$ cat src/rtl/aes_pkg.sv
// Shared Rijndael helpers: byte type, legal block widths, row offsets and byte indexing.
package aes_pkg;

  typedef logic [7:0] byte_t;

  localparam int NB_LEGAL [3] = '{4, 6, 8};

  function automatic bit nb_is_legal(input int nb);
    return (nb == NB_LEGAL[0]) || (nb == NB_LEGAL[1]) || (nb == NB_LEGAL[2]);
  endfunction

  // Row rotation amount; the 256-bit block skips offset 2 on the lower rows.
  function automatic int rot_offset(input int nb, input int row);
    int off;
    if ((nb == 8) && (row >= 2)) begin
      off = row + 1;
    end else begin
      off = row;
    end
    return off;
  endfunction

  function automatic int byte_idx(input int row, input int col);
    return row + 4 * col;
  endfunction

endpackage

$ cat src/rtl/shift_rows_perm.sv
// Combinational ShiftRows / InvShiftRows byte permutation for an NB-column state.
module shift_rows_perm
  import aes_pkg::*;
#(
  parameter int NB = 4
) (
  input  logic [32*NB-1:0] stateIn,
  input  logic             inv,
  output logic [32*NB-1:0] stateOut
);

  localparam int W = 32 * NB;

  for (genvar r = 0; r < 4; r++) begin : g_row
    for (genvar c = 0; c < NB; c++) begin : g_col
      localparam int S   = rot_offset(NB, r);
      localparam int FC  = (c + S) % NB;
      localparam int IC  = (c + NB - S) % NB;
      localparam int DST = W - 1 - 8 * byte_idx(r, c);
      localparam int FSR = W - 1 - 8 * byte_idx(r, FC);
      localparam int ISR = W - 1 - 8 * byte_idx(r, IC);

      byte_t fwd_b;
      byte_t inv_b;

      assign fwd_b = stateIn[FSR -: 8];
      assign inv_b = stateIn[ISR -: 8];
      assign stateOut[DST -: 8] = inv ? inv_b : fwd_b;
    end
  end

endmodule

$ cat src/rtl/shift_rows_pipe.sv
// One-stage valid/ready ShiftRows/InvShiftRows pipeline register.
// Define SHIFT_ROWS_PIPE_SKID_EN to add a skid register and a registered in_ready.
module shift_rows_pipe
  import aes_pkg::*;
#(
  parameter int NB    = 4,
  parameter int TAG_W = 4
) (
  input  logic             clk,
  input  logic             rst_n,
  input  logic             in_valid,
  output logic             in_ready,
  input  logic             in_inv,
  input  logic [TAG_W-1:0] in_tag,
  input  logic [32*NB-1:0] stateIn,
  output logic             out_valid,
  input  logic             out_ready,
  output logic [TAG_W-1:0] out_tag,
  output logic [32*NB-1:0] stateOut
);

  localparam int W = 32 * NB;

  localparam logic [1:0] EMPTY     = 2'd0;
  localparam logic [1:0] FULL      = 2'd1;
`ifdef SHIFT_ROWS_PIPE_SKID_EN
  localparam logic [1:0] FULL_SKID = 2'd2;
`endif

  if (!nb_is_legal(NB)) begin : g_bad_nb
    $error("shift_rows_pipe: NB must be 4, 6 or 8");
  end

  logic [W-1:0]     perm_s;
  logic [1:0]       state_r;
  logic [1:0]       state_nxt;
  logic             in_xfer;
  logic             out_xfer;
  logic             load_out;
  logic [W-1:0]     data_r;
  logic [TAG_W-1:0] tag_r;

  shift_rows_perm #(.NB(NB)) u_perm (
    .stateIn (stateIn),
    .inv     (in_inv),
    .stateOut(perm_s)
  );

  assign out_valid = (state_r != EMPTY);
  assign in_xfer   = in_valid & in_ready;
  assign out_xfer  = out_valid & out_ready;
  assign stateOut  = data_r;
  assign out_tag   = tag_r;

`ifdef SHIFT_ROWS_PIPE_SKID_EN
  logic             load_skid;
  logic             promote;
  logic             in_ready_r;
  logic [W-1:0]     skid_data_r;
  logic [TAG_W-1:0] skid_tag_r;

  assign in_ready = in_ready_r;
`else
  logic run_r;

  // in_ready stays low through reset and rises on the first clock after release.
  always_ff @(posedge clk or negedge rst_n) begin
    if (!rst_n) begin
      run_r <= 1'b0;
    end else begin
      run_r <= 1'b1;
    end
  end

  assign in_ready = run_r & ((state_r == EMPTY) | out_ready);
`endif

  // Next-state and register-load decode for the output stage.
  always_comb begin
    state_nxt = state_r;
    load_out  = 1'b0;
`ifdef SHIFT_ROWS_PIPE_SKID_EN
    load_skid = 1'b0;
    promote   = 1'b0;
`endif
    case (state_r)
      EMPTY: begin
        if (in_xfer) begin
          load_out  = 1'b1;
          state_nxt = FULL;
        end else begin
          state_nxt = EMPTY;
        end
      end
      FULL: begin
        if (out_xfer) begin
          load_out  = in_xfer;
          state_nxt = in_xfer ? FULL : EMPTY;
        end else begin
`ifdef SHIFT_ROWS_PIPE_SKID_EN
          load_skid = in_xfer;
          state_nxt = in_xfer ? FULL_SKID : FULL;
`else
          state_nxt = FULL;
`endif
        end
      end
`ifdef SHIFT_ROWS_PIPE_SKID_EN
      FULL_SKID: begin
        if (out_xfer) begin
          promote   = 1'b1;
          state_nxt = FULL;
        end else begin
          state_nxt = FULL_SKID;
        end
      end
`endif
      default: begin
        state_nxt = EMPTY;
      end
    endcase
  end

  // FSM state register.
  always_ff @(posedge clk or negedge rst_n) begin
    if (!rst_n) begin
      state_r <= EMPTY;
    end else begin
      state_r <= state_nxt;
    end
  end

  // Output data and tag register; held while stalled.
  always_ff @(posedge clk or negedge rst_n) begin
    if (!rst_n) begin
      data_r <= {W{1'b0}};
      tag_r  <= {TAG_W{1'b0}};
    end else if (load_out) begin
      data_r <= perm_s;
      tag_r  <= in_tag;
`ifdef SHIFT_ROWS_PIPE_SKID_EN
    end else if (promote) begin
      data_r <= skid_data_r;
      tag_r  <= skid_tag_r;
`endif
    end
  end

`ifdef SHIFT_ROWS_PIPE_SKID_EN
  // Skid register and registered in_ready, so out_ready never reaches in_ready combinationally.
  always_ff @(posedge clk or negedge rst_n) begin
    if (!rst_n) begin
      skid_data_r <= {W{1'b0}};
      skid_tag_r  <= {TAG_W{1'b0}};
      in_ready_r  <= 1'b0;
    end else begin
      if (load_skid) begin
        skid_data_r <= perm_s;
        skid_tag_r  <= in_tag;
      end
      in_ready_r <= (state_nxt != FULL_SKID);
    end
  end
`endif

endmodule

$ cat config.mk
export PLATFORM = sky130hd
export DESIGN_NAME = shift_rows_pipe
export DESIGN_NICKNAME = d
export VERILOG_FILES = /design/src/rtl/aes_pkg.sv /design/src/rtl/shift_rows_perm.sv /design/src/rtl/shift_rows_pipe.sv
export SDC_FILE = /design/constraint.sdc
export NUM_CORES = 1
export LEC_CHECK = 0
export ABC_AREA = 0
export BUFFER_PORTS_ARGS = -buffer_cell sky130_fd_sc_hd__buf_2
export CORE_MARGIN = 3
export CORE_UTILIZATION = 40
export CTS_CLUSTER_DIAMETER = 100
export DETAILED_ROUTE_END_ITERATION = 12
export PLACE_DENSITY = 0.78
export SLEW_MARGIN = 20
export SYNTH_ARGS = -nofsm -noshare
export SYNTH_HDL_FRONTEND = slang
export SYNTH_SLANG_ARGS = --single-unit
$ cat constraint.sdc
create_clock -name clk -period 4.59 [get_ports clk]
set_clock_uncertainty 0.15 [all_clocks]
set_input_delay 0.918 -clock clk [delete_from_list [all_inputs] [get_ports clk]]
set_output_delay 0.918 -clock clk [all_outputs]
set_load 0.01 [all_outputs]
**Word level (Yosys, flattened, before mapping)**

Cells that the tools add are included.

- Add/subtract/negate cells: 0
- Multiply operators: 0
- Div/mod/pow operators: 0
- Magnitude comparators: 0
- Equal/unequal tests: 1
- Shift-type cells: 0
- Multiplexer cells: 14
- Bitwise logic cells: 4
- Reduce and logical (&&, ||, !) cells: 2

Operators by type and width:

| kind | number |
|---|---|
| $mux W8 | 8 |
| $pmux W2 S2 | 1 |
| $and A1 B1 Y1 | 3 |
| $mux W1 | 3 |
| $eq A2 B1 Y1 const B | 1 |
| $logic_not A2 Y1 | 1 |
| $mux W2 | 1 |
| $pmux W1 S2 | 1 |
| $reduce_bool A2 Y1 | 1 |
| $or A1 B1 Y1 | 1 |

- Flip-flop bits (word level): 135
- Latch bits: 0
- Memory bits (writable): 0
- ROM bits: 0
- Bits of input ports: 137
- Output and inout bits: 134
- Logic and storage cells: 25
- Memories: 0

**Depth between registers and ports, before layout**

Gate-level depths: netlist (run 1).

- Depth after elaboration: 7
- Gate-level depth with buffers: 6
- Mapped depth without buffers: 3

**Cells and area by module**

Synthesis (run 1) repeated with hierarchy kept, for this count alone.

- Cell total of the unflattened synthesis: 422
- Area, all modules: 6959.2 sq um

Modules (own cells, without submodules):

| module | instances | cells each | area an instance (sq um) | seq. area each (sq um) |
|---|---|---|---|---|
| shift_rows_pipe | 1 | 287 | 5401.4 | 3353.2 |
| shift_rows_perm | 1 | 135 | 1557.7 | 0.0 |

**Worst setup path before layout (run 1)**

Ideal clock, no wire load.

- Kind: input port to output port
- Start point: input out_ready
- End point: output in_ready
- Arrival: 1.218 ns
- Data required time: 3.522 ns
- Setup slack: 2.304 ns
- Stages on the path: 2
- Buffers on the path: 0
- Cells stage by stage: nand2b_4 -> and2_1

- Word-level cells in the longest chain between the ends: 2

RTL lines:

| element | RTL line | source |
|---|---|---|
| start: declaration | shift_rows_pipe.sv:17 | `input logic out_ready,` |
| $or A1 B1 Y1 | shift_rows_pipe.sv:75 | `assign in_ready = run_r & ((state_r == EMPTY) \| out_ready);` |
| $and A1 B1 Y1 | shift_rows_pipe.sv:75 |  |
| end: declaration | shift_rows_pipe.sv:12 | `output logic in_ready,` |

Every way passes these cells.

**Final worst setup path (run 1)**

- Start point: input in_inv
- End point: register data_r[17], in the netlist stateOut[17]

- Word-level cells in the longest chain between the ends: 1

RTL lines:

| element | RTL line | source |
|---|---|---|
| start: declaration | shift_rows_pipe.sv:13 | `input logic in_inv,` |
| $mux W8 | shift_rows_perm.sv:28 | `assign stateOut[DST -: 8] = inv ? inv_b : fwd_b;` |
| end signal: assignment | shift_rows_pipe.sv:136 | `data_r <= {W{1'b0}};` |
| end signal: assignment | shift_rows_pipe.sv:139 | `data_r <= perm_s;` |
| end: declaration | shift_rows_pipe.sv:40 | `logic [W-1:0] data_r;` |

Every way passes these cells.
A chain may end at the register's enable or synchronous reset.

==> results of run 1 <==
==> metrics by stage <==
step,area [um2],std cells
floorplan,6080,358
global placement,7540,794
detailed placement,7540,794
CTS,8110,826
global route,8110,826
finish,8110,826
==> cells by family (layout without fill, tap and decap cells) <==
| logic type | count (synthesis) | count (layout) |
|---|---|---|
| mux | 196 | 196 |
| flops | 134 | 134 |
| buf+inv | 22 | 306 |
| simple gates | 5 | 5 |
| other cells | 1 | 1 |
==> path summary, 6_finish.rpt <==
| path | to | cells past startpoint |
|---|---|---|
| min in group asynchronous | stateOut[63] | 1 |
| max reg2reg | stateOut[110] | 4 |
| max in group asynchronous | stateOut[69] | 2 |
| max | stateOut[17] | 4 |
| min | stateOut[26] | 1 |
| min reg2reg | stateOut[26] | 1 |
==> per-layer routing <==
metal,part of all wire,GRT usage
met3,0.079,0.0556
met4,0.017,0.0655
met1,0.40,0.190
met5,0,0
met2,0.51,0.282
==> synthesized netlist by cell type <==
cell type,count,share of area
dfrtp_1,134,0.55
mux2_2,116,0.21
mux2_4,80,0.20
buf_2,12,0.0099
buf_6,9,0.017
nand2_1,2,0.0012
and2_1,1,0.0010
buf_8,1,0.0025
conb_1,1,0.00062
nand2b_4,1,0.0023
nor2b_4,1,0.0023
==> power by group <==
part | internal, mW | total, mW | switching [mW]
logic | 0.499 | 0.869 | 0.371
registers | 1.41 | 1.53 | 0.125
clock network | 0.762 | 1.29 | 0.523
==> area by class of cell <==
| type | instances | area [um2] |
|---|---|---|
| multi-input cells | 202 | 2550 |
| repair buffers | 274 | 1410 |
| clock inverters | 14 | 125 |
| flip-flops and latches | 134 | 3350 |
| clock buffers | 18 | 439 |
| well taps | 184 | 230 |
| fillers | 1187 | 6590 |
==> state kept, by name, indices dropped and copies added, names as in the netlist <==
register,flops
stateOut,128
out_tag,4
state_r,1
run_r,1
==> critical path, delay by kind of cell <==
kind / cells / cell delay [ns]
buffers and inverters: 2 / 1.04
muxes: 2 / 0.66
==> results list, run 1 <==
- Number of standard-cell rows in the floorplan: 44
- Synthesis produced approximately 360 cells.
- Antenna-violating nets left: 0
- After layout, the worst setup slack is roughly 2.1 ns.
* Number of hold violations in the final report: 0
* Most common library cell in the layout ignoring fill and taps: buf_2
* Crit share post-route: 0.550
- In the layout the commonest cells are buf_2, dfrtp_1, mux2_2.
- Setup total negative slack on the finished layout was measured at 0 ns.
- Clock tree synthesis found a total of between 100 and 150 sinks.
- DR DRC count: 0
* Iter 0 DRT Violations: approximately 130
- Number of optimization iterations in the first detailed-route pass: 4
* Max stage delay cell, worst path: buf_2
- Across all hold checks on the routed design, the worst slack comes to 0.351 ns.
* RSZ-0062 raised after global routing: no
- Area growth, synth to finish: 33.3%
- Shortest period the worst path allows: approximately 2.5 ns
* Die W: 129 um
* Worst min-delay path startpoint: stateOut[26]
- Net total in the final layout: 766
- From bottom edge to top edge, the die measures ~130 um.
- GRT overflow: 0
* Tightest Hold Check Type: reg2reg
- The tree is rooted in a clkbuf_16.
* Crit. Startpoint: in_inv
- Max-slew headroom at the worst pin: 0.342
- Placeable core region: approximately 15000 um2
- The worst-case IR drop observed on VDD is 233 uV.
* Nature of the critical path startpoint: primary input
- After clock tree synthesis, the clock-pin slew on the worst setup and hold paths is 0.06 ns.
* Antenna violations before repair: 0
- The number of hold buffers added after CTS was 0.
- Of the total synthesized cell area, the portion taken by XOR and XNOR cells is 0.
* List of cells traversed by the critical path: buf_2 -> buf_4 -> mux2_2 -> mux2_2
* Portion of netlist area occupied by mux cells: 0.412
* Count of boundary I/O pins: approximately 270
* Worst path arrival time: 2.66 ns
- Later-pin clock latency in the skew report: 0.40 ns
- Top fanout value on the critical path: 36
- The worst register-to-register path has a setup slack of between 2 and 2.5 ns.
- The clock passes through at most 2 buffers.
* Simple-gate share of the synthesized area: 0.00679
- Derived from the worst setup path, the maximum achievable clock frequency is between 300 and 400 MHz.
- Via count of the first global-routing pass: 4386
* Global-route wire length before repair: 21.8 mm
- Post-cts resize count: 0
- Crit end category: flop
- CP Class: in2reg
- Cell Pwr Density: roughly 450 nW/um2
* Overall power of the completed layout: 3.69 mW
- Of the cells placed in the final design, the portion with a size suffix greater than 1 is 0.785.
- Counting flops and latches in the post-synthesis netlist gives 134.
* Antenna diode instance count: 0
* Distinct cell type count after synthesis: 11
- Final weighted congestion of routability-driven global placement: roughly 0.76
* R2r startpoint: state_r[0]
- Post-synth net total: 495
- Summing every instance area after synthesis gives roughly 6100 um2.
* Post-CTS Repair Setup Buffers: 0
- TritonCTS Buffers: 17
- Leakage: approximately 4.0 nW
- The final layout contains routed wiring with a total length of about 14 mm.
- Average wire per standard cell: about 17 um
- Die Area: between 15000 and 20000 um2
- Slew Viols, Final: 0
- Status: finished, final reports clean
- At the pin with the least slew margin, the transition time is just under 1 ns.
- Input/output buffers: between 200 and 300
- Delay of the slowest critical-path stage: 0.52 ns
- Required time of the critical path: approximately 4.7 ns
- Cell type with the highest occurrence count on the critical path: mux2_2
- Final HPWL from detailed placement: ~10 mm
- Average cell area after synthesis: between 15 and 20 um2
* Proportion of synthesized chip area in sequential cells: 0.551
* Final setup violation count: 0
- Count of vias placed by the detailed router: between 3000 and 4000
- Measured on the finished design, the core utilization comes to 0.552.
- Starting density of the core: 0.414
* Combinational family with the most area after synthesis: multiplexers
- The H-tree was split into 4 levels.
* GR Util All Layers: 0.165
- At the placement stage, the worst setup path has a slack of 1.62 ns.
- The synthesized-area fraction occupied by ao, oa, aoi and oai cells came to 0.
- Number of vias per cell after detailed routing: just under 5
- CTS tree: built
* # Max-Cap Violations: 0
- Synth Warn #: 0
- Of the total synthesized cell area, the portion taken by full adders, half adders and majority gates is 0.
- Entering global routing, the biggest net connects 74 pins.
No activity file was read; power rests on OpenSTA's default activity.
==> inputs of run 2 (changes only) <==
==> constraint.sdc (replaced) <==
create_clock -name clk -period 2.6 [get_ports clk]
set_clock_uncertainty 0.15 [all_clocks]
set_input_delay 0.52 -clock clk [delete_from_list [all_inputs] [get_ports clk]]
set_output_delay 0.52 -clock clk [all_outputs]
set_load 0.01 [all_outputs]
==> run 2 against run 1 <==
Net effect:
- combinational power up 78%
- wire length rose by 0.56%
- largest power group unchanged
- total power increased by 87%
- sequential share of layout area fell by 0.70 points
- highest routed layer unchanged
- global-route usage rose by 0.41 points
==> results list, run 2 (synthesis results as in run 1) <==
- The flow ran to the end, and the final reports show no timing, DRC or antenna violations.
* Delay of the slowest critical-path stage: 0.41 ns (-0.11 ns)
* Shortest period the worst path allows: ~1.9 ns
* Clock share of power: 0.382 (+0.034)
* Number of vias per cell after detailed routing: 4.83 (+0.34%)
- The global-route track usage on met3 is 0.0660 (+0.0103).
- Total Negative Setup Slacks: 0 ns (unchanged)
- The floorplan die area is 16700 um2 (unchanged).
- Proportion of layout cells with a drive suffix above 1: 0.783 (-0.00244)
- Starting density of the core: 0.414 (unchanged)
* Top fanout value on the critical path: 3 (-92%)
- Worst path arrival time: 1.21 ns (-1.45 ns)
- Antenna-violating nets left: 0 (unchanged)
* Final weighted congestion of routability-driven global placement: 0.767 (+1.0%)
* Via count of the first global-routing pass: 4362 (-0.55%)
- The clock latency on the worst-skew pair came to 0.41 ns (about the same).
- The worst setup path is captured at an output pin.
- Clock slew at the register clock pins of the worst setup and hold paths: 0.06 ns (about the same)
- In the layout the commonest cells are buf_2, dfrtp_1, mux2_2.
- Global-route wire length before repair: 21.9 mm (+0.79%)
- Most common library cell in the layout ignoring fill and taps: buf_2
- The data required time at the worst endpoint came to 1.93 ns (-2.80 ns).
- The power density of the placed cells was 836 nW/um2 (+84%).
- The final-report hold violation count is 0 (unchanged).
- After global routing, the most crowded layer is met2.
- DR DRC count: 0 (unchanged)
* Count of vias placed by the detailed router: 3998 (+0.58%)
- Internal Dissipation: 5.09 mW (+91%)
- Area growth, synth to finish: 35.6%
- The die width was 129 um (unchanged).
- # Max-Cap Violations: 0 (unchanged)
* CTS Buffer Depth: 2 (unchanged)
- By startpoint and endpoint, the worst setup path is classified as reg2out.
- The number of antenna cells inserted came to 0 (unchanged).
- The tightest min-delay check is of the in2reg type.
- The total CTS buffers was 17 (unchanged).
- Timing would allow up to 531 MHz.
* Maximum vdd ir drop: 611 uV (+160%)
* Portion of total power attributed to sequential cells: 0.393 (-0.023)
- The final global-route overflow total is 0 (unchanged).
- Setup repair after global routing left no endpoint under its margin.
- DP Area: 7590 um2 (+0.60%)
* Final setup violation count: 0 (unchanged)
* Average wire per standard cell: 16.8 um (+0.31%)
- The signal on the critical path passes through nand2b_4 -> and2_1 -> buf_2.
- The number of I/O port buffers is 270 (unchanged).
- Iter 0 DRT Violations: 86 (-35%)
* CTS tree: built
- Number of optimization iterations in the first detailed-route pass: 4 (unchanged)
* Wirelength, routed: 13.9 mm (+0.56%)
- Leakage: 4.08 nW (+1.6%)
- Switch Pwr: 1.81 mW (+78%)
- Crit share post-route: 0.725
- Total non-filler cell area in the finished layout: 8250 um2 (+1.7%)
* Global-route track usage on met1: 0.191 (+0.000493)
* Antenna violations before repair: 0 (unchanged)
- The vertical extent of the die is 129 um (unchanged).
* Slew Viols, Final: 0 (unchanged)
- The flip-flop count of the largest register after layout is 128 (unchanged).
* GR Util All Layers: 0.169 (+0.00411)
* Max stage delay cell, worst path: dfrtp_1
- Final HPWL from detailed placement: 10.2 mm (+0.98%)
- The met2 track demand over resource is 0.287 (+0.00488).
- Count of boundary I/O pins: 271 (unchanged)
* Maximum number of pins on one net before global-route repair: 68 (-8.1%)
* Nature of the critical path startpoint: flop
- Post-CTS Repair Setup Buffers: 0 (unchanged)
* Net total in the final layout: 768 (+0.26%)
- The standard-cell row count came to 44 (unchanged).
* Cell at the root of the clock tree: clkbuf_16
- The fraction of power spent switching nets was 0.262 (-0.0139).
- The number of sinks on the clock net was 134 (unchanged).
- Maximum level of the CTS H-tree: 4 (unchanged)
* Part of the total power dissipated in combinational logic: 0.225 (-0.011)
- Placeable core region: 14700 um2 (unchanged)
-- run 2: cell count changes in the layout (fill, tap and decap cells not counted) --
cell and delta:
clkinv_2 -2, clkinv_4 -1, clkbuf_8 -1, clkinvlp_4 -2
bufinv_16 +4, buf_4 -2, clkbuf_1 +1, dlygate4sd3_1 +1
buf_12 +3, inv_6 +1
-- run 2: power by group through the flow --
stage	Clock, mW	Sequential, mW	Combinational [mW]
final	2.64	2.71	1.55
after global routing	2.80	2.77	1.67
after floorplan	0	2.92	0.690
after CTS	2.69	2.72	1.58
after detailed placement	0	2.74	1.57
after global placement	0	2.72	1.53
-- run 2: path summary, 6_finish.rpt --
check,endpoint,cells after the start,slack [ns],startpoint
worst max-delay path,in_ready,3,0.72,state_r[0]
worst min-delay path,stateOut[26],2,0.18,stateIn[26]
worst max register to register,stateOut[27],4,0.81,state_r[0]
worst min register to register,stateOut[26],1,0.35,stateOut[26]
max in group asynchronous,stateOut[30],3,1.20,rst_n
min in group asynchronous,out_tag[0],2,0.45,rst_n
-- run 2: worst max-delay path, delay by kind of cell (launching register included) --
kind                   cells  cell delay, ns
and+or+nand+nor            2            0.26
buffers and inverters      1            0.15
DFF                        1            0.41
-- run 2: what timing repair did --
item	4_1_cts	5_1_grt
hold endpoints to repair	33	0
hold buffers	1	0
resized for setup	0	0
-- run 2: through the flow --
step	utilization	cells	worst slack [ns]	total power, mW	hold WS, ns
finish	0.561	828	0.715	6.90	0.184
global route	0.561	828	0.669	7.23	0.161
CTS	0.561	828	0.680	6.99	0.160
detailed placement	0.516	795	0.575	4.31	0.337
global placement	0.516	795	0.630	4.25	0.335
floorplan	-	358	0.837	3.61	0.0744
-- run 2: metal layers --
| layer | part of all wire | vias to the layer above |
|---|---|---|
| li1 | - | 1832 |
| met4 | 0.013 | 0 |
| met2 | 0.51 | 166 |
| met5 | 0 | - |
| met1 | 0.39 | 1988 |
| met3 | 0.083 | 12 |
-- run 2: final cells by class --
cell class / instances / area, um2
flip-flops and latches: 134 / 3350
repair buffers: 276 / 1460
clock inverters: 14 / 220
clock buffers: 18 / 429
well taps: 184 / 230
multi-input cells: 202 / 2550
fillers: 1191 / 6450
==> inputs of run 3 (changes only) <==
==> constraint.sdc (replaced) <==
create_clock -name clk -period 1.9 [get_ports clk]
set_clock_uncertainty 0.15 [all_clocks]
set_input_delay 0.38 -clock clk [delete_from_list [all_inputs] [get_ports clk]]
set_output_delay 0.38 -clock clk [all_outputs]
set_load 0.01 [all_outputs]
==> run 3 against run 2 <==
Net effect:
- first-iteration DRC count is 22% lower
- flip-flop and latch count unchanged
- final cell count is 2.1% higher
- critical endpoint is now stateOut[110]
- largest cell class unchanged
- largest power group unchanged
==> results list, run 3 (synthesis results as in run 1) <==
- Iter 0 DRT Violations: 67 (-22%)
- The worst setup slack after placement was 0.0602 ns (-0.515 ns).
* Placeable core region: 14700 um2 (unchanged)
- The tightest min-delay check is of the in2reg type.
* CTS Buffer Depth: 2 (unchanged)
- Maximum number of pins on one net before global-route repair: 55 (-19%)
- CP Class: reg2reg
- Largest register FFs: 128 (unchanged)
- Maximum vdd ir drop: 676 uV (+11%)
* Proportion of layout cells with a drive suffix above 1: 0.787 (+0.00408)
* Total non-filler cell area in the finished layout: 8350 um2 (+1.2%)
* Net total in the final layout: 786 (+2.3%)
- Number of hold violations in the final report: 0 (unchanged)
- Status: finished, final reports clean
- The endpoint arrival time on the critical path was 1.88 ns (+0.67 ns).
- Cell Pwr Density: 1060 nW/um2 (+27%)
- Average wire per standard cell: 16.7 um (-0.94%)
* Antenna diode instance count: 0 (unchanged)
- Final setup violation count: 0 (unchanged)
* Wirelength, routed: 14.1 mm (+1.1%)
- Crit share post-route: 0.918
* Via count of the first global-routing pass: 4258 (-2.4%)
- The post-CTS setup buffer count came to 0 (unchanged).
- Final worst setup slack: 0.155 ns (-0.560 ns)
* Clock slew at the register clock pins of the worst setup and hold paths: 0.06 ns (about the same)
- The number of search-and-repair iterations in the first detailed-routing pass is 4 (unchanged).
- CTS tree: built
- Worst hold-check slack: 0.0562 ns (-0.128 ns)
* GRT overflow: 0 (unchanged)
* # Max-Cap Violations: 0 (unchanged)
- Most common library cell in the layout ignoring fill and taps: buf_2
* Most used cells in the layout excluding fill and tap cells: buf_2, dfrtp_1, mux2_2
- The routability congestion estimate came to 0.797 (+3.9%).
* Shortest period the worst path allows: 1.74 ns
- The post-DP HPWL is 10.8 mm (+6.4%).
- The final core utilization is 0.568 (+0.00672).
- The worst hold path begins at stateIn[77].
- Nature of the critical path startpoint: flop
- Required time of the critical path: 2.03 ns (+0.10 ns)
- TritonCTS Buffers: 17 (unchanged)
- The floorplan die area was 16700 um2 (unchanged).
* Number of standard-cell rows in the floorplan: 44 (unchanged)
* Top fanout value on the critical path: 24 (+21)
- Leakage: 4.13 nW (+1.4%)
- The number of H-tree levels came to 4 (unchanged).
* Die height: 129 um (unchanged)
* Crit end category: flop
* Cell at the root of the clock tree: clkbuf_16
* Number of vias per cell after detailed routing: 4.76 (-1.4%)
* Fill cell count: 1174 (-1.4%)
* Antenna-violating nets left: 0 (unchanged)
- Count of boundary I/O pins: 271 (unchanged)
- The initial antenna violation count came to 0 (unchanged).
- Input/output buffers: 270 (unchanged)
- The starting utilization of the core area is 0.414 (unchanged).
- Area growth, synth to finish: 37.3%
- The combined global-route utilization of all metal layers was 0.166 (-0.00292).
- In this run the critical register-to-register path is launched from state_r[0].
- Count of vias placed by the detailed router: 4021 (+0.58%)
- RSZ-0062 raised after global routing: no
* Upper clock frequency limit: ~570 MHz
- Global-route wire length before repair: 21.7 mm (-1.0%)
* Crit. Startpoint: state_r[0]
* Total Negative Setup Slacks: 0 ns (unchanged)
* Later-pin clock latency in the skew report: 0.40 ns (about the same)
- Num Clock Sinks: 134 (unchanged)
* Slew Viols, Final: 0 (unchanged)
- The number of design rule violations left after detail routing was 0 (unchanged).
- The die width was 129 um (unchanged).
- DP Area: 7800 um2 (+2.8%)
==> run 3: cell types whose count changed in the layout (fill, tap and decap cells not counted) <==
cell and delta:
inv_6 -4, buf_4 +12, clkinv_4 -2, buf_12 +6
bufinv_16 -5, clkinv_2 +2, clkbuf_8 +4, clkinvlp_4 +3
clkbuf_1 +1
==> run 3: routing by layer <==
layer / vias to the layer above / global-route usage / part of all wire
li1: 1866 / - / -
met1: 1987 / 0.193 / 0.40
met2: 160 / 0.283 / 0.51
met3: 8 / 0.0664 / 0.085
met4: 0 / 0.0494 / 0.0084
met5: - / 0 / 0
==> run 3: power breakdown <==
part	switching (mW)	internal, mW
Sequential	0.311	3.41
Clock	1.16	1.79
Combinational	0.912	1.26
Total	2.38	6.45
==> run 3: critical path: stages, from the launching register on <==
cell      delay, ns
dfrtp_1        0.41
nand2b_4       0.09
nor2b_4        0.20
buf_12         0.21
buf_12         0.19
mux2_2         0.35
==> run 3: final cells by class <==
| class | instances | area [um2] | share of cell area |
|---|---|---|---|
| Clock buffer | 23 | 488 | 0.0585 |
| Sequential cell | 134 | 3350 | 0.402 |
| Timing Repair Buffer | 294 | 1670 | 0.201 |
| Multi-Input combinational cell | 202 | 2550 | 0.306 |
| Tap cell | 184 | 230 | 0.0276 |
| Clock inverter | 8 | 50.0 | 0.00600 |
==> run 3: timing repair <==
action | CTS | global route
gates resized for setup | 0 | 0
hold endpoints to repair | 134 | 0
hold buffers | 1 | 0
==> run 3: final timing paths <==
check                                     end  slack [ns]  depth (start not counted)
worst max-delay path            stateOut[110]        0.16                          5
worst min-delay path             stateOut[13]        0.06                          2
worst max register to register  stateOut[110]        0.16                          5
worst min register to register    stateOut[4]        0.35                          1
max in group asynchronous        stateOut[79]        0.78                          3
min in group asynchronous       stateOut[122]        0.18                          2
==> run 3: stage by stage <==
stage / cells / power [mW]
floorplan: 358 / 4.94
detailed placement: 813 / 5.96
global route: 845 / 9.29
global placement: 813 / 5.88
CTS: 845 / 8.97
finish: 845 / 8.84
